$ cat src/rtl/apb_reg_pkg.sv
// Shared types and address decode for the APB register slave.
package apb_reg_pkg;

  localparam int unsigned APB_DATA_W    = 32;
  localparam int unsigned APB_STRB_W    = APB_DATA_W / 8;
  localparam int unsigned APB_DEC_IDX_W = 16;

  typedef enum logic [1:0] {IDLE, SETUP, WAIT, ACCESS} apb_state_e;

  typedef struct packed {
    logic [APB_DEC_IDX_W-1:0] idx;
    logic                     err;
  } apb_dec_t;

  // Word index within the window plus alignment/range error.
  function automatic apb_dec_t apb_decode(input logic [63:0] addr,
                                          input logic [63:0] base,
                                          input int unsigned num_regs);
    apb_dec_t    d;
    logic [63:0] off;
    off   = addr - base;
    d.idx = APB_DEC_IDX_W'(off >> 2);
    d.err = (addr[1:0] != 2'b00) || (addr < base) || (off >= (64'(num_regs) << 2));
    return d;
  endfunction

endpackage

$ cat src/rtl/apb_reg_bank.sv
// RW word storage with byte-strobe write port; RO slots read from hardware inputs.
module apb_reg_bank
  import apb_reg_pkg::*;
#(
  parameter int unsigned         DATA_W   = 32,
  parameter int unsigned         NUM_REGS = 16,
  parameter int unsigned         IDX_W    = 4,
  parameter logic [NUM_REGS-1:0] RO_MASK  = NUM_REGS'(1)
) (
  input  logic                         pclk,
  input  logic                         presetn,
  input  logic                         we,
  input  logic [IDX_W-1:0]             idx,
  input  logic [DATA_W-1:0]            wdata,
  input  logic [DATA_W/8-1:0]          wstrb,
  input  logic [NUM_REGS*DATA_W-1:0]   ro_data_i,
  output logic [DATA_W-1:0]            rdata_c,
  output logic [NUM_REGS*DATA_W-1:0]   regs_o
);

  localparam int unsigned STRB_W = DATA_W / 8;

  for (genvar i = 0; i < int'(NUM_REGS); i++) begin : g_reg
    logic [DATA_W-1:0] q;

    if (RO_MASK[i]) begin : g_ro
      assign q = '0;
    end else begin : g_rw
      always_ff @(posedge pclk or negedge presetn) begin
        if (!presetn) begin
          q <= '0;
        end else if (we && (idx == IDX_W'(i))) begin
          for (int b = 0; b < int'(STRB_W); b++) begin
            if (wstrb[b]) q[b*8 +: 8] <= wdata[b*8 +: 8];
          end
        end
      end
    end

    assign regs_o[i*DATA_W +: DATA_W] = q;
  end

  always_comb begin
    rdata_c = regs_o[32'(idx)*DATA_W +: DATA_W];
    if (RO_MASK[idx]) rdata_c = ro_data_i[32'(idx)*DATA_W +: DATA_W];
  end

endmodule

$ cat src/rtl/apb_reg_slave.sv
// APB completer for a CSR bank: wait states, byte strobes, RO hardware regs, PSLVERR decode.
module apb_reg_slave
  import apb_reg_pkg::*;
#(
  parameter int unsigned         ADDR_W      = 32,
  parameter int unsigned         DATA_W      = 32,
  parameter int unsigned         NUM_REGS    = 16,
  parameter logic [ADDR_W-1:0]   BASE_ADDR   = '0,
  parameter int unsigned         WAIT_STATES = 0,
  parameter logic [NUM_REGS-1:0] RO_MASK     = NUM_REGS'(1)
) (
  input  logic                       pclk,
  input  logic                       presetn,
  input  logic [ADDR_W-1:0]          paddr,
  input  logic [2:0]                 pprot,
  input  logic                       psel,
  input  logic                       penable,
  input  logic                       pwrite,
  input  logic [DATA_W-1:0]          pwdata,
  input  logic [DATA_W/8-1:0]        pstrb,
  output logic                       pready,
  output logic [DATA_W-1:0]          prdata,
  output logic                       pslverr,
  output logic [NUM_REGS*DATA_W-1:0] regs_o,
  input  logic [NUM_REGS*DATA_W-1:0] ro_data_i
);

  localparam int unsigned STRB_W = DATA_W / 8;
  localparam int unsigned IDX_W  = (NUM_REGS > 1) ? $clog2(NUM_REGS) : 1;
  localparam int unsigned CNT_W  = 4;

  apb_state_e          state, next_c;
  logic [CNT_W-1:0]    wait_cnt;
  logic [IDX_W-1:0]    cap_idx;
  logic                cap_write;
  logic                cap_err;
  logic [DATA_W-1:0]   cap_wdata;
  logic [STRB_W-1:0]   cap_strb;

  apb_dec_t            dec_c;
  logic                err_c;
  logic                capture_c;
  logic                we_c;
  logic [DATA_W-1:0]   rdata_c;
  logic                unused_c;

  // Decode at SETUP capture time; RO hit only matters for writes.
  always_comb begin
    dec_c = apb_decode(64'(paddr), 64'(BASE_ADDR), NUM_REGS);
    err_c = dec_c.err || (pwrite && RO_MASK[dec_c.idx[IDX_W-1:0]]);
  end

  assign unused_c = ^{pprot, dec_c.idx[APB_DEC_IDX_W-1:IDX_W]};

  always_comb begin
    next_c = state;
    case (state)
      IDLE:   if (psel && !penable) next_c = SETUP;
      SETUP: begin
        if (!psel)        next_c = IDLE;
        else if (penable) next_c = (WAIT_STATES > 0) ? WAIT : ACCESS;
      end
      WAIT: begin
        if (!psel)                                    next_c = IDLE;
        else if (wait_cnt == CNT_W'(WAIT_STATES - 1)) next_c = ACCESS;
      end
      ACCESS: next_c = (psel && !penable) ? SETUP : IDLE;
      default: next_c = IDLE;
    endcase
  end

  assign capture_c = (next_c == SETUP) && (state != SETUP);
  assign we_c      = (state == ACCESS) && cap_write && !cap_err;

  // State, wait counter, captured request and registered bus outputs.
  always_ff @(posedge pclk or negedge presetn) begin
    if (!presetn) begin
      state     <= IDLE;
      wait_cnt  <= '0;
      pready    <= 1'b0;
      prdata    <= '0;
      pslverr   <= 1'b0;
      cap_idx   <= '0;
      cap_write <= 1'b0;
      cap_err   <= 1'b0;
      cap_wdata <= '0;
      cap_strb  <= '0;
    end else begin
      state    <= next_c;
      wait_cnt <= (state == WAIT) ? wait_cnt + CNT_W'(1) : '0;
      pready   <= (next_c == ACCESS);
      pslverr  <= (next_c == ACCESS) && cap_err;
      prdata   <= ((next_c == ACCESS) && !cap_write && !cap_err) ? rdata_c : '0;
      if (capture_c) begin
        cap_idx   <= dec_c.idx[IDX_W-1:0];
        cap_write <= pwrite;
        cap_err   <= err_c;
        cap_wdata <= pwdata;
        cap_strb  <= pstrb;
      end
    end
  end

  apb_reg_bank #(
    .DATA_W   (DATA_W),
    .NUM_REGS (NUM_REGS),
    .IDX_W    (IDX_W),
    .RO_MASK  (RO_MASK)
  ) u_bank (
    .pclk      (pclk),
    .presetn   (presetn),
    .we        (we_c),
    .idx       (cap_idx),
    .wdata     (cap_wdata),
    .wstrb     (cap_strb),
    .ro_data_i (ro_data_i),
    .rdata_c   (rdata_c),
    .regs_o    (regs_o)
  );

endmodule

$ cat config.mk
export PLATFORM = sky130hd
export DESIGN_NAME = apb_reg_slave
export DESIGN_NICKNAME = d
export VERILOG_FILES = /design/src/rtl/apb_reg_pkg.sv /design/src/rtl/apb_reg_bank.sv /design/src/rtl/apb_reg_slave.sv
export SDC_FILE = /design/constraint.sdc
export NUM_CORES = 1
export LEC_CHECK = 0
export ABC_CLOCK_PERIOD_IN_PS = 5200
export CORE_AREA = 8 8 440 442
export CTS_BUF_LIST = sky130_fd_sc_hd__clkbuf_8
export CTS_CLUSTER_DIAMETER = 40
export DETAILED_ROUTE_END_ITERATION = 6
export DIE_AREA = 0 0 448 450
export DONT_BUFFER_PORTS = 1
export GPL_ROUTABILITY_DRIVEN = 0
export PLACE_DENSITY = 0.3
export SLEW_MARGIN = 25
export SYNTH_ARGS = -nofsm -noshare
export SYNTH_HDL_FRONTEND = slang
export SYNTH_SLANG_ARGS = --single-unit
$ cat constraint.sdc
create_clock -name pclk -period 5.2 [get_ports pclk]
set_clock_uncertainty 0.15 [all_clocks]
set_input_delay 1.04 -clock pclk [delete_from_list [all_inputs] [get_ports pclk]]
set_output_delay 1.04 -clock pclk [all_outputs]
set_load 0.01 [all_outputs]
After elaboration in Yosys (flattened, before gate mapping). Memories as Yosys holds them, arrays and structs flattened. Index checks and enable logic that the tools add are counted. Widths: inputs -> output; s select.

Shift operators: 2. Equality and inequality tests: 22. $lt $le $gt $ge: 3. Reductions and logical operators: 90. Multiplexer cells: 12. Add/subtract/negate cells: 1.

Operators by type and width (count): $shiftx 512x10->32 (2); $reduce_and 2->1 (60); $mux 32 (2); $eq 4x4->1 const B (9); $ge 32x7->1 const B (1); $logic_and 1x1->1 (23); $eq 4x3->1 const B (4); $lt 4x5->1 const B (2); $mux 2 (5); $eq 4x2->1 const B (2); $pmux 2 s4 (1); $eq 2x2->1 const B (3); $add 4x1->4 const B (1); $eq 2x1->1 const B (2); $eq 4x1->1 const B (1); $mux 4 (1); $logic_not 1->1 (3); $mux 1 (3); $logic_not 2->1 (1); $logic_or 1x1->1 (2); $ne 2x1->1 const B (1); $reduce_bool 2->1 (1).

Flip-flop bits (word level): 562. Input port bits: 588. Memories kept: 2. Output and inout port bits: 546. Word-level logic and storage cells: 202. Memory bits (read-only): 32.

Memories: (no name shown) (words 16, bits a word 1, rd ports 1, clocked after Yosys merged registers in 0, wr ports 0, line apb_reg_bank.sv:45) `if (RO_MASK[idx]) rdata_c = ro_data_i[32'(idx)*DATA_W +: DATA_W];`; (no name shown) (words 16, bits a word 1, rd ports 1, clocked after Yosys merged registers in 0, wr ports 0, line apb_reg_slave.sv:50) `err_c = dec_c.err || (pwrite && RO_MASK[dec_c.idx[IDX_W-1:0]]);`.

Longest topological paths before layout. Gate-level depths: netlist of run 1.

Depth after elaboration: 8. Gate-level depth with buffers: 6. Mapped depth without buffers: 4.

By module. Synthesis of run 1 repeated with hierarchy kept, for this count alone.

Cell total of the unflattened synthesis: 1651. Area total of the unflattened synthesis: 25448.2 µm².

By module, submodules not included: apb_reg_bank (area each 22277.6 µm², cells each 1453, sequential area each 12011.5 µm², times used 1); apb_reg_slave (area each 3170.5 µm², cells each 198, sequential area each 2052.0 µm², times used 1).

Worst setup path after synthesis of run 1. Ideal clock, no wire load.

Path type: input -> register. Start point: input port penable. End point: register cap_wdata[0]. Buffers on the path: 2. Slack: 2773 ps. Required time: 4925 ps. Library setup time: 125 ps. Cell stages on the path: 4. Arrival time: 2153 ps. Path through: and3b_1 clkbuf_1 clkbuf_1 mux2_2.

Cells in the longest elaborated chain, start to end: 6. Elaborated cells between the ends (all ways): 9. Classes of those cells: eq/ne: 1; mux: 5; reduce/logical: 3.

RTL lines: start, declared (line apb_reg_slave.sv:17) `input logic penable,`; $logic_not 1->1 (line apb_reg_slave.sv:58, apb_reg_slave.sv:67); $logic_and 1x1->1 (line apb_reg_slave.sv:58, apb_reg_slave.sv:67); $mux 1 / $mux 2 (equally long branches) (line apb_reg_slave.sv:67, apb_reg_slave.sv:58); $pmux 2 s4 * (line apb_reg_slave.sv:57) `case (state)`; $eq 2x1->1 * (line apb_reg_slave.sv:72) `assign capture_c = (next_c == SETUP) && (state != SETUP);`; $logic_and 1x1->1 * (line apb_reg_slave.sv:72); end signal, assigned (line apb_reg_slave.sv:98) `cap_wdata <= pwdata;`; end, declared (line apb_reg_slave.sv:37) `logic [DATA_W-1:0] cap_wdata;`.

Mark *: on every way between the ends. The rest lies on a longest branch, timed or not. A chain may end at the register's enable or synchronous reset.

Final worst setup path of run 1.
Start point: register cap_idx[1]. End point: register u_bank.g_reg[3].q[19].

Cells in the longest elaborated chain, start to end: 3.

RTL lines: start, declared (line apb_reg_slave.sv:34) `logic [IDX_W-1:0] cap_idx;`; start signal, assigned (line apb_reg_slave.sv:95) `cap_idx <= dec_c.idx[IDX_W-1:0];`; $eq 4x2->1 (line apb_reg_bank.sv:32) `end else if (we && (idx == IDX_W'(i))) begin`; $logic_and 1x1->1 (line apb_reg_bank.sv:32); $reduce_and 2->1 (no line); end signal, assigned by index (line apb_reg_bank.sv:34) `if (wstrb[b]) q[b*8 +: 8] <= wdata[b*8 +: 8];`; end, declared (line apb_reg_bank.sv:24) `logic [DATA_W-1:0] q;`.

No other way between the ends.

==> impl_results.rst, run 1 <==
.. list-table::
   :header-rows: 1

   * - Metric
     - Value
   * - EDFF count, synth
     - 0
   * - Critical path, cell by cell
     - and3_1 -> nand3_1 -> mux2_2
   * - Internal
     - 8830 uW
   * - Wire length of the first global-routing pass
     - 162 mm
   * - Max-slew violation count
     - 0
   * - Number of input and output port buffers inserted
     - 0
   * - Switching pwr
     - 3690 uW
   * - Switching part of the total
     - 0.295
   * - Path class of the lowest-slack min-delay path
     - input port to asynchronous set/reset pin
   * - Area share of the largest cell type after synthesis
     - 0.557
   * - Area of the core
     - 187000 sq um
   * - Avg WL per Cell
     - 28.7 um
   * - Kind of start point of the critical path
     - flip-flop
   * - Accumulated negative setup slack
     - 0 ns
   * - Data arrival at the endpoint of the critical path
     - 3.84 ns
   * - Time the final worst path needs with I/O delays and setup
     - 3.29 ns
   * - Share of the clock period used by the worst path
     - 0.632
   * - Count of different cell masters after synthesis
     - 39
   * - Critical path data required time
     - 5.75 ns
   * - Clock latency of the later-clocked register in the worst-skew pair
     - 0.88 ns
   * - Via count of the first global-routing pass
     - 16700
   * - Power per cell area
     - 392 nW/um^2
   * - Inserted Clock Buffers
     - 149
   * - Worst slew pin tran
     - 1.01 ns
   * - Area growth from synthesis to layout
     - 26.5%
   * - Vias
     - 15300
   * - Die W
     - 448 um
   * - Combined area of all synthesized cells
     - 25200 sq um
   * - Slowest cell on the critical path
     - nand3_1
   * - Pre-CTS setup slack
     - 1.74 ns
   * - Synth Flop Type
     - dfrtp_1
   * - Most frequently used cell type in the post-synthesis netlist
     - dfrtp_1
   * - Critical path's largest stage delay
     - 0.89 ns
   * - Headroom to the max-slew limit
     - 0.324
   * - Chip Height
     - 450 um
   * - Count of synthesis-stage warnings from yosys
     - 0
   * - Worst hold-check slack
     - 0.0591 ns
   * - Final count of negative-setup-slack endpoints
     - 0
   * - Cell types occupying the most area after synthesis
     - dfrtp_1 (56%), mux2_2 (23%), mux4_2 (11%)
   * - Post-detailed-route via-to-cell ratio
     - 3.56
   * - Layout cell share with drive strength beyond 1
     - 0.554
   * - Num rows
     - 159
   * - Pleak
     - 0.0144 uW
   * - Clock slew at reported path FFs
     - 0.05 ns
   * - Antenna violations before repair
     - 17
   * - Crit path capture type
     - flip-flop
   * - Top post-synthesis cells by count
     - dfrtp_1 (562), mux2_2 (519), mux4_2 (128)
   * - Residual DRC
     - 0
   * - I/O pin count
     - 1134
   * - Upper clock frequency limit
     - 0.304 GHz
   * - Hold violation total from the final report
     - 0
   * - GR Overflow Total
     - 0
   * - Portion of total power attributed to combinational logic
     - 0.089
   * - Number of violations reported at the end of detailed-routing iteration 0
     - 630
   * - Unrepaired setup endpoints after global routing
     - no
   * - Largest fanout of any net on the critical path
     - 27
   * - Global routing usage summed across all routing layers
     - 0.118
   * - Count of TritonRoute iterations in the first routing pass
     - 5
   * - CTS HTree Levels
     - 4
   * - CTS tree
     - done
   * - Initial cell density of the core
     - 0.135
   * - CTS sink cnt
     - 562
   * - Peak supply drop
     - 227 uV
   * - Sequential power share
     - 0.398
   * - Crit path kind
     - flip-flop to flip-flop
   * - Max capacitance violation total
     - 0
   * - Total Die Area
     - 202000 sq um
   * - Register bit total from synthesis
     - 562
   * - Instance count of the mapped netlist
     - 1560
   * - Routed wire length
     - 123 mm
   * - Clock share of power
     - 0.513
   * - Worst Setup Slack, final
     - 1.91 ns
   * - Share of the core filled with cells
     - 0.171
   * - Maximum clock insertion buffer count
     - 3
   * - Outcome
     - finished clean
   * - Library cell with the largest summed area after synthesis
     - dfrtp_1
   * - Largest net degree at the start of global routing
     - 563
   * - Count of nets left with antenna violations after detail routing
     - 0
   * - Root Buffer Master
     - clkbuf_8
   * - Sequential share of the synthesized area
     - 0.557
   * - Estimated wirelength of the detail-placed design
     - 88.0 mm
   * - Overall Power
     - 12500 uW
   * - Avg Cell Area, Syn
     - 16.2 sq um
   * - Net count, final
     - 2268
   * - Share of synthesized flip-flops with an asynchronous set or reset
     - 1.00
-- final timing paths --
path	end	depth (start not counted)	start	slack, ns
setup / recovery	u_bank.g_reg[3].q[19]	3	cap_idx[1]	1.91
hold / removal	u_bank.g_reg[4].q[9]	1	presetn	0.06
hold reg to reg	wait_cnt[0]	1	wait_cnt[0]	0.32
setup reg to reg	u_bank.g_reg[3].q[19]	3	cap_idx[1]	1.91
max in group asynchronous	u_bank.g_reg[2].q[28]	3	presetn	2.92
min in group pclk	cap_wdata[12]	1	pwdata[12]	0.17
-- metal layers --
metal	GRT usage	vias up	part of all wire
met2	0.212	629	0.53
met5	0	-	0.00011
met4	0.0535	2	0.039
li1	-	6101	-
met3	0.0406	199	0.071
met1	0.125	8386	0.36
-- worst max-delay path, delay by kind of cell, from the launching register on --
kind | cells | cell delay, ns
and+or+nand+nor | 2 | 1.65
DFF | 1 | 0.76
muxes | 1 | 0.55
-- layout by cell type (no fill, tap or decap), types with 3 or more instances in the layout --
master,n
nor2_4,3
inv_6,3
bufinv_16,14
mux2_2,519
dlygate4sd3_1,24
clkinvlp_4,8
diode_2,9
mux2i_1,64
nand2_1,13
nor2_2,31
o22ai_1,32
buf_16,4
nand2b_1,5
inv_12,3
clkbuf_8,180
nand3_1,8
buf_4,40
conb_1,32
nor2_1,6
dfrtp_4,3
clkinv_2,23
nand3_2,10
inv_8,3
mux4_2,128
nor2_8,10
nor4_1,7
nand3b_1,3
inv_1,27
clkinv_8,4
dfrtp_1,559
nand4_1,3
-- timing repair --
item                      CTS  global route
setup buffers               0             0
hold endpoints to repair  584             7
hold buffers               23             1
resized for setup           0             0
-- kinds of logic (layout without fill, tap and decap cells) --
logic type               count (synthesis)  after routing  share of synthesized area
XOR/XNOR                                 3              3                    0.00104
other                                    1             41                   0.000149
buffers and inverters                  133            336                     0.0270
multiplexers                           713            713                      0.372
adder cells (fa/ha/maj)                  1              1                   0.000496
AND/OR/NAND/NOR                        110            110                     0.0324
flip-flops                             562            562                      0.557
AO/OA/AOI/OAI                           37             37                    0.00927
-- through the flow --
| stage | instance area, sq um | cells |
|---|---|---|
| 6_report | 31900 | 4298 |
| 5_1_grt | 31900 | 4295 |
| 4_1_cts | 31800 | 4284 |
| 3_5_place_dp | 28100 | 3995 |
| 3_3_place_gp | 28100 | 3994 |
| 2_1_floorplan | 25300 | 1591 |
-- state kept, by name (all words and copies together) (netlist names), 2 cells and up --
register and count:
wait_cnt 4, prdata 32, state 2, cap_wdata 32, cap_strb 4, cap_idx 4
u_bank.g.q 480
-- power groups by stage --
stage / clock network (uW) / registers (uW) / logic, uW
final: 6420 / 4980 / 1110
after global routing: 6930 / 5030 / 1190
after CTS: 6730 / 5000 / 1050
after detailed placement: 0 / 5070 / 1030
after global placement: 0 / 5060 / 1020
after floorplan: 0 / 4630 / 983
-- cell type report --
type / count / area, sq um
tap: 2495 / 3120
inverter: 1 / 3.75
timing repair buffer: 69 / 671
antenna: 9 / 22.5
fill: 20400 / 155000
clock inverter: 86 / 907
sequential: 562 / 14100
clock buffer: 180 / 2480
multi-input combinational: 896 / 10600
Power figures use the tool's default switching activity.
==> run 2: changes to the inputs <==
--- a/config.mk
+++ b/config.mk
@@ -5,12 +5,13 @@
 export SDC_FILE = /design/constraint.sdc
 export NUM_CORES = 1
 export LEC_CHECK = 0
-export ABC_CLOCK_PERIOD_IN_PS = 5200
-export CORE_AREA = 8 8 440 442
+export ABC_AREA = 1
+export ABC_CLOCK_PERIOD_IN_PS = 3300
+export CORE_AREA = 8 8 435 437
 export CTS_BUF_LIST = sky130_fd_sc_hd__clkbuf_8
 export CTS_CLUSTER_DIAMETER = 40
 export DETAILED_ROUTE_END_ITERATION = 6
-export DIE_AREA = 0 0 448 450
+export DIE_AREA = 0 0 443 445
 export DONT_BUFFER_PORTS = 1
 export GPL_ROUTABILITY_DRIVEN = 0
 export PLACE_DENSITY = 0.3
==> constraint.sdc (replaced) <==
create_clock -name pclk -period 3.3 [get_ports pclk]
set_clock_uncertainty 0.15 [all_clocks]
set_input_delay 0.66 -clock pclk [delete_from_list [all_inputs] [get_ports pclk]]
set_output_delay 0.66 -clock pclk [all_outputs]
set_load 0.01 [all_outputs]
==> impl_results.rst, run 2 <==
.. list-table::
   :header-rows: 1

   * - Metric
     - Value
   * - Routed wire length
     - 171 mm (+39%)
   * - Cell types occupying the most area after synthesis
     - dfrtp_1 (54%), nand2_1 (15%), o21ai_0 (10%)
   * - Count of nets left with antenna violations after detail routing
     - 0 (unchanged)
   * - Peak supply drop
     - 410 uV (+80%)
   * - Most frequently used cell type in the post-synthesis netlist
     - nand2_1
   * - Leading registers by flop count
     - u_bank.g.q: 480 flops, cap_wdata: 32 flops, prdata: 32 flops
   * - Vias
     - 23700 (+54%)
   * - Max-slew violation count
     - 0 (unchanged)
   * - Antenna violations before repair
     - 34 (+17)
   * - Multi-input gate area in the final layout
     - 10400 sq um (-2.5%)
   * - Hold violation total from the final report
     - 0 (unchanged)
   * - Layout cell share with drive strength beyond 1
     - 0.136 (-0.418)
   * - Area of the core
     - 182000 sq um (-2.4%)
   * - GR Overflow Total
     - 0 (unchanged)
   * - Instance count of the mapped netlist
     - 3281 (+110%)
   * - Net count, final
     - 4051 (+79%)
   * - Share of the clock period used by the worst path
     - 0.914
   * - CTS tree
     - done
   * - Initial cell density of the core
     - 0.144 (+0.00855)
   * - Avg Cell Area, Syn
     - 7.98 sq um (-51%)
   * - Library cell with the largest summed area after synthesis
     - dfrtp_1
   * - Upper clock frequency limit
     - 0.331 GHz
   * - Kind of start point of the critical path
     - input port
   * - Critical path, cell by cell
     - dlygate4sd3_1 -> buf_16 -> buf_16 -> buf_16
   * - Count of synthesis-stage warnings from yosys
     - 0 (unchanged)
   * - Count of TritonRoute iterations in the first routing pass
     - 5 (unchanged)
   * - Sequential share of the synthesized area
     - 0.537 (-0.0202)
   * - Critical register-to-register path endpoint
     - prdata[14]
   * - Switching part of the total
     - 0.364 (+0.0692)
   * - Critical path's largest stage delay
     - 0.93 ns (+0.04 ns)
   * - Most used cell along the critical path
     - buf_16
   * - Share of synthesized flip-flops with an asynchronous set or reset
     - 1.00 (unchanged)
   * - Post-Place Cell Area
     - 29200 sq um (+3.8%)
   * - Clock slew at reported path FFs
     - 0.05 ns (about the same)
   * - Pleak
     - 0.0153 uW (+5.9%)
   * - Time the final worst path needs with I/O delays and setup
     - 3.02 ns
   * - CTS sink cnt
     - 562 (unchanged)
   * - Max capacitance violation total
     - 0 (unchanged)
   * - Number of violations reported at the end of detailed-routing iteration 0
     - 1638 (+160%)
   * - Data arrival at the endpoint of the critical path
     - 3.77 ns (-0.07 ns)
   * - Commonest non-fill, non-tap cells in the layout
     - nand2_1 (1024), dfrtp_1 (560), o21ai_0 (522), nor2_1 (369), inv_1 (228)
   * - Fillers
     - 20400 (+0.17%)
   * - Global routing usage summed across all routing layers
     - 0.167 (+0.0491)
   * - Count of different cell masters after synthesis
     - 35 (-10%)
   * - Clock latency of the later-clocked register in the worst-skew pair
     - 0.93 ns (+0.05 ns)
   * - EDFF count, synth
     - 0 (unchanged)
   * - Max FFs per register
     - 480 (unchanged)
   * - Path class of the lowest-slack min-delay path
     - input port to asynchronous set/reset pin
   * - Largest fanout of any net on the critical path
     - 161 (+500%)
   * - Outcome
     - finished clean
   * - Footprint of the flip-flops and latches
     - 14100 sq um (about the same)
   * - Post-detailed-route via-to-cell ratio
     - 3.96 (+11%)
   * - Synth Flop Type
     - dfrtp_1
   * - Inserted Clock Buffers
     - 158 (+6.0%)
   * - Maximum clock insertion buffer count
     - 3 (unchanged)
   * - Root Buffer Master
     - clkbuf_8
   * - Switching pwr
     - 8660 uW (+130%)
   * - Crit path kind
     - input port to asynchronous set/reset pin
   * - Via count of the first global-routing pass
     - 23600 (+41%)
   * - Largest net degree at the start of global routing
     - 563 (unchanged)
   * - Internal
     - 15100 uW (+72%)
   * - Combined area of all synthesized cells
     - 26200 sq um (+3.8%)
   * - Avg WL per Cell
     - 28.6 um (-0.26%)
   * - Layout Cell Area excl Fill
     - 34100 sq um (+7.0%)
   * - Top post-synthesis cells by count
     - nand2_1 (1025), dfrtp_1 (562), o21ai_0 (522)
   * - Critical path data required time
     - 4.06 ns (-1.69 ns)
   * - Num rows
     - 157 (-1.3%)
   * - Number of input and output port buffers inserted
     - 0 (unchanged)
   * - Unrepaired setup endpoints after global routing
     - no
   * - Area share of the largest cell type after synthesis
     - 0.537 (-0.0202)
   * - Sequential power share
     - 0.308 (-0.090)
   * - Accumulated negative setup slack
     - 0 ns (unchanged)
   * - Slowest cell on the critical path
     - dlygate4sd3_1
   * - Crit path capture type
     - asynchronous set/reset pin
   * - Power per cell area
     - 697 nW/um^2 (+78%)
   * - Wire length of the first global-routing pass
     - 227 mm (+40%)
   * - Reg-to-reg startpoint
     - cap_idx[1]
   * - Worst reg2reg path depth
     - 8 (+5)
   * - Worst slew pin tran
     - 1.04 ns (+0.0268 ns)
   * - Worst reg2reg setup slack
     - 0.30 ns (-1.61 ns)
   * - Final count of negative-setup-slack endpoints
     - 0 (unchanged)
   * - Headroom to the max-slew limit
     - 0.306 (-0.0172)
   * - Residual DRC
     - 0 (unchanged)
   * - Register bit total from synthesis
     - 562 (unchanged)
   * - Largest register by flop count
     - u_bank.g.q
   * - Portion of total power attributed to combinational logic
     - 0.235 (+0.146)
   * - Leading cell type in the layout, fill and taps excluded
     - nand2_1
   * - Chip Height
     - 445 um (-1.1%)
   * - Die W
     - 443 um (-1.1%)
   * - Clock share of power
     - 0.457 (-0.056)
   * - Area growth from synthesis to layout
     - 30.4%
   * - Estimated wirelength of the detail-placed design
     - 125 mm (+42%)
   * - Total Die Area
     - 197000 sq um (-2.2%)
   * - Worst hold-check slack
     - 0.0997 ns (+0.0405 ns)
   * - CTS HTree Levels
     - 4 (unchanged)
   * - I/O pin count
     - 1134 (unchanged)
## run 2: cell types whose count changed in the layout (fill, tap and decap cells not counted), moves of 128 or more
cell,previous run,this run
inv_1,27,228
mux2_2,519,0
mux4_2,128,0
nand2_1,13,1024
nor2_1,6,369
o21ai_0,0,522
## run 2: repair_timing
item | 4_1_cts | 5_1_grt
resized for setup | 1 | 2
setup endpoints to repair | 7 | 7
setup buffers | 0 | 2
endpoints found under the hold margin | 637 | 168
cloned | 0 | 0
pin swaps | 0 | 1
hold buffers | 113 | 1
## run 2: layout make-up
| class | count | area share |
|---|---|---|
| tap | 2385 | 0.0874 |
| inverter | 208 | 0.0229 |
| timing repair buffer | 219 | 0.0669 |
| clock buffer | 202 | 0.0814 |
| clock inverter | 83 | 0.0250 |
| multi-input combinational | 2313 | 0.304 |
| antenna | 9 | 0.000660 |
| sequential | 562 | 0.412 |
## run 2: how the worst max path moves through the flow
stage,startpoint,endpoint,slack (ns),cells past startpoint
after global placement,cap_idx[1],u_bank.g_reg[9].q[22],0.003,5
after detailed placement,cap_idx[1],u_bank.g_reg[9].q[22],0.008,5
after global routing,presetn,u_bank.g_reg[14].q[7],0.009,4
after CTS,cap_idx[0],prdata[12],0.02,11
after floorplan,psel,cap_wdata[30],1.39,5
final,presetn,u_bank.g_reg[15].q[5],0.28,4
## run 2: cells by family (layout without fill, tap and decap cells)
| family | Yosys count | in the layout | synth area share |
|---|---|---|---|
| other cells | 1 | 41 | 0.000143 |
| fa+ha+maj | 1 | 1 | 0.000478 |
| xor+xnor | 1 | 1 | 0.000335 |
| buf+inv | 437 | 712 | 0.0738 |
| compound gates | 685 | 685 | 0.139 |
| flops | 562 | 562 | 0.537 |
| simple gates | 1594 | 1594 | 0.249 |
## run 2: power by group through the flow
stage / Sequential, uW / Clock, uW / Combinational, uW
after global placement: 7440 / 0 / 5520
after detailed placement: 7440 / 0 / 5490
after floorplan: 7300 / 0 / 2620
final: 7330 / 10900 / 5590
after CTS: 7330 / 11300 / 5700
after global routing: 7350 / 11600 / 6180
## run 2: critical path: cells and delay by family
kind	cells	cell delay, ns
buffers and inverters	4	2.57
## run 2: routing by layer
metal	vias to the layer above	share of wire	track usage
met5	-	0.00013	0
met4	4	0.034	0.0565
met3	244	0.066	0.0502
met2	823	0.52	0.303
met1	11700	0.38	0.187
li1	10900	-	-
## run 2: metrics by stage
step | power (uW) | setup slack, ns | util | std cells
floorplan | 9920 | 1.39 | - | 3312
global placement | 13000 | 0.00314 | 0.160 | 5567
detailed placement | 12900 | 0.00821 | 0.160 | 5567
CTS | 24300 | 0.0161 | 0.187 | 5965
global route | 25100 | 0.00908 | 0.187 | 5980
finish | 23800 | 0.283 | 0.187 | 5981
==> run 3: changes to the inputs <==
--- a/config.mk
+++ b/config.mk
@@ -15,6 +15,7 @@
 export DONT_BUFFER_PORTS = 1
 export GPL_ROUTABILITY_DRIVEN = 0
 export PLACE_DENSITY = 0.3
+export SETUP_SLACK_MARGIN = 0.3
 export SLEW_MARGIN = 25
 export SYNTH_ARGS = -nofsm -noshare
 export SYNTH_HDL_FRONTEND = slang
==> constraint.sdc (replaced) <==
create_clock -name pclk -period 3.3 [get_ports pclk]
set_clock_uncertainty 0.15 [all_clocks]
set_input_delay 0.495 -clock pclk [delete_from_list [all_inputs] [get_ports pclk]]
set_output_delay 0.495 -clock pclk [all_outputs]
set_load 0.01 [all_outputs]
==> impl_results.rst, run 3 (synthesis results as in run 2) <==
.. list-table::
   :header-rows: 1

   * - Metric
     - Value
   * - CTS HTree Levels
     - 4 (unchanged)
   * - Inserted Clock Buffers
     - 159 (+0.63%)
   * - Initial cell density of the core
     - 0.144 (unchanged)
   * - Reg-to-reg startpoint
     - state[1]
   * - Path class of the lowest-slack min-delay path
     - input port to flip-flop
   * - Layout cell share with drive strength beyond 1
     - 0.132 (-0.00372)
   * - Family with the most delay on the worst path
     - buffers and inverters
   * - Time the final worst path needs with I/O delays and setup
     - 2.84 ns (-0.180 ns)
   * - Crit. Startpoint
     - state[1]
   * - Vias
     - 24000 (+1.3%)
   * - Number of input and output port buffers inserted
     - 0 (unchanged)
   * - Estimated wirelength of the detail-placed design
     - 125 mm (+0.23%)
   * - Count of TritonRoute iterations in the first routing pass
     - 5 (unchanged)
   * - Wire length of the first global-routing pass
     - 227 mm (+0.27%)
   * - Maximum clock insertion buffer count
     - 3 (unchanged)
   * - Worst hold-check slack
     - 0.0848 ns (-0.0149 ns)
   * - Share of the clock period used by the worst path
     - 0.860 (-0.0544)
   * - Critical path data required time
     - 3.99 ns (-0.07 ns)
   * - Chip Height
     - 445 um (unchanged)
   * - Leading registers by flop count
     - u_bank.g.q: 480 flops, cap_wdata: 32 flops, prdata: 32 flops
   * - Critical path's largest stage delay
     - 0.60 ns (-0.33 ns)
   * - Largest fanout of any net on the critical path
     - 29 (-82%)
   * - Max-slew violation count
     - 0 (unchanged)
   * - Worst slew pin tran
     - 1.15 ns (+0.106 ns)
   * - Hold Startpoint
     - ro_data_i[129]
   * - Accumulated negative setup slack
     - 0 ns (unchanged)
   * - Net count, final
     - 4161 (+2.7%)
   * - Peak supply drop
     - 399 uV (-2.7%)
   * - Largest net degree at the start of global routing
     - 563 (unchanged)
   * - GR Overflow Total
     - 0 (unchanged)
   * - Data arrival at the endpoint of the critical path
     - 3.52 ns (-0.25 ns)
   * - Largest register by flop count
     - u_bank.g.q
   * - I/O pin count
     - 1134 (unchanged)
   * - Hold violation total from the final report
     - 0 (unchanged)
   * - Number of violations reported at the end of detailed-routing iteration 0
     - 1754 (+7.1%)
   * - Crit path kind
     - flip-flop to flip-flop
   * - Routed wire length
     - 172 mm (+0.36%)
   * - Final count of negative-setup-slack endpoints
     - 0 (unchanged)
   * - Area growth from synthesis to layout
     - 34.8%
   * - Num rows
     - 157 (unchanged)
   * - Max FFs per register
     - 480 (unchanged)
   * - Die W
     - 443 um (unchanged)
   * - Post-detailed-route via-to-cell ratio
     - 3.93 (-0.54%)
   * - Critical path, cell by cell
     - inv_1 -> nor2_2 -> nor4_4 -> buf_4 -> buf_6 -> nand2_1 -> dlygate4sd3_1 -> nand2_1 -> dlygate4sd3_1
   * - Crit path capture type
     - flip-flop
   * - Global routing usage summed across all routing layers
     - 0.168 (+0.000418)
   * - Total Die Area
     - 197000 sq um (unchanged)
   * - Clock latency of the later-clocked register in the worst-skew pair
     - 0.91 ns (-0.02 ns)
   * - Kind of start point of the critical path
     - flip-flop
   * - Root Buffer Master
     - clkbuf_8
   * - Outcome
     - finished clean
   * - Count of nets left with antenna violations after detail routing
     - 0 (unchanged)
   * - Pleak
     - 0.0156 uW (+2.5%)
   * - CTS tree
     - done
   * - Avg WL per Cell
     - 28.2 um (-1.5%)
   * - Leading cell type in the layout, fill and taps excluded
     - nand2_1
   * - Number of buffers and inverters on the critical path
     - 5 (+1)
   * - Slowest cell on the critical path
     - dlygate4sd3_1
   * - Area of the core
     - 182000 sq um (unchanged)
   * - Power per cell area
     - 688 nW/um^2 (-1.3%)
   * - CTS sink cnt
     - 562 (unchanged)
   * - Headroom to the max-slew limit
     - 0.236 (-0.0705)
   * - Commonest non-fill, non-tap cells in the layout
     - nand2_1 (1024), dfrtp_1 (562), o21ai_0 (522), nor2_1 (368)
   * - Clock slew at reported path FFs
     - 0.05 ns (about the same)
   * - Max capacitance violation total
     - 0 (unchanged)
   * - Via count of the first global-routing pass
     - 24300 (+2.9%)
   * - Antenna violations before repair
     - 31 (-8.8%)
   * - Residual DRC
     - 0 (unchanged)
   * - Upper clock frequency limit
     - 0.352 GHz (+6.3%)
   * - Unrepaired setup endpoints after global routing
     - no
## run 3: changes by cell type in the layout (fill, tap and decap cells not counted), moves of 4 or more
cell           delta
buf_12            -6
buf_4             +4
bufinv_16         +9
clkbuf_8          -4
diode_2           +9
dlygate4sd3_1   +108
inv_1             -6
inv_12            -4
## run 3: area by class of cell
type / count / area, sq um
Inverter: 208 / 786
Fill cell: 20400 / 147000
Antenna cell: 18 / 45.0
Clock buffer: 198 / 2730
Clock inverter: 79 / 995
Sequential cell: 562 / 14100
Multi-Input combinational cell: 2313 / 10400
Timing Repair Buffer: 328 / 3310
Tap cell: 2385 / 2980
## run 3: final timing paths
kind                            slack, ns  depth (start not counted)               endpoint
min in group asynchronous            0.14                          2             prdata[18]
worst min register to register       0.31                          1            wait_cnt[0]
worst max register to register       0.46                          9            cap_strb[1]
worst max-delay path                 0.46                          9            cap_strb[1]
max in group asynchronous            0.89                          4  u_bank.g_reg[13].q[1]
worst min-delay path                 0.08                          6              prdata[1]
## run 3: worst min-delay path: stages
cell and delay [ns]:
nor2_1 0.10, nor2_1 0.07, nand2_1 0.05, nand2_1 0.04
nand3_1 0.25, nor2_1 0.07
## run 3: what timing repair did
item                       in CTS  in global routing
hold endpoints to repair      640                138
setup endpoints to repair      20                 30
setup buffers                   0                  1
resized for setup               4                  8
pin swaps                       0                  1
hold buffers                  220                  2
## run 3: per-stage QoR
stage          utilization  area (sq um)  power, uW  std cells  setup slack [ns]
2_1_floorplan            -         26300       9920       3312              1.50
3_3_place_gp         0.160         29100      12900       5569             0.231
3_5_place_dp         0.160         29100      12900       5569             0.203
4_1_cts              0.193         35100      24800       6066             0.369
5_1_grt              0.194         35300      25600       6087             0.309
6_report             0.194         35300      24300       6091             0.463
## run 3: metal layers
metal	wire length, um	up-vias	GRT usage
met2	87500	857	0.300
met5	23	-	0
met4	6870	4	0.0681
met3	11900	268	0.0548
li1	-	11100	-
met1	65300	11700	0.183
## run 3: report_power, final
group	total, uW	switching, uW	leakage (uW)	internal [uW]
combinational	5700	4240	0.00586	1470
sequential	7310	228	0.00778	7080
clock	11300	4100	0.00200	7180
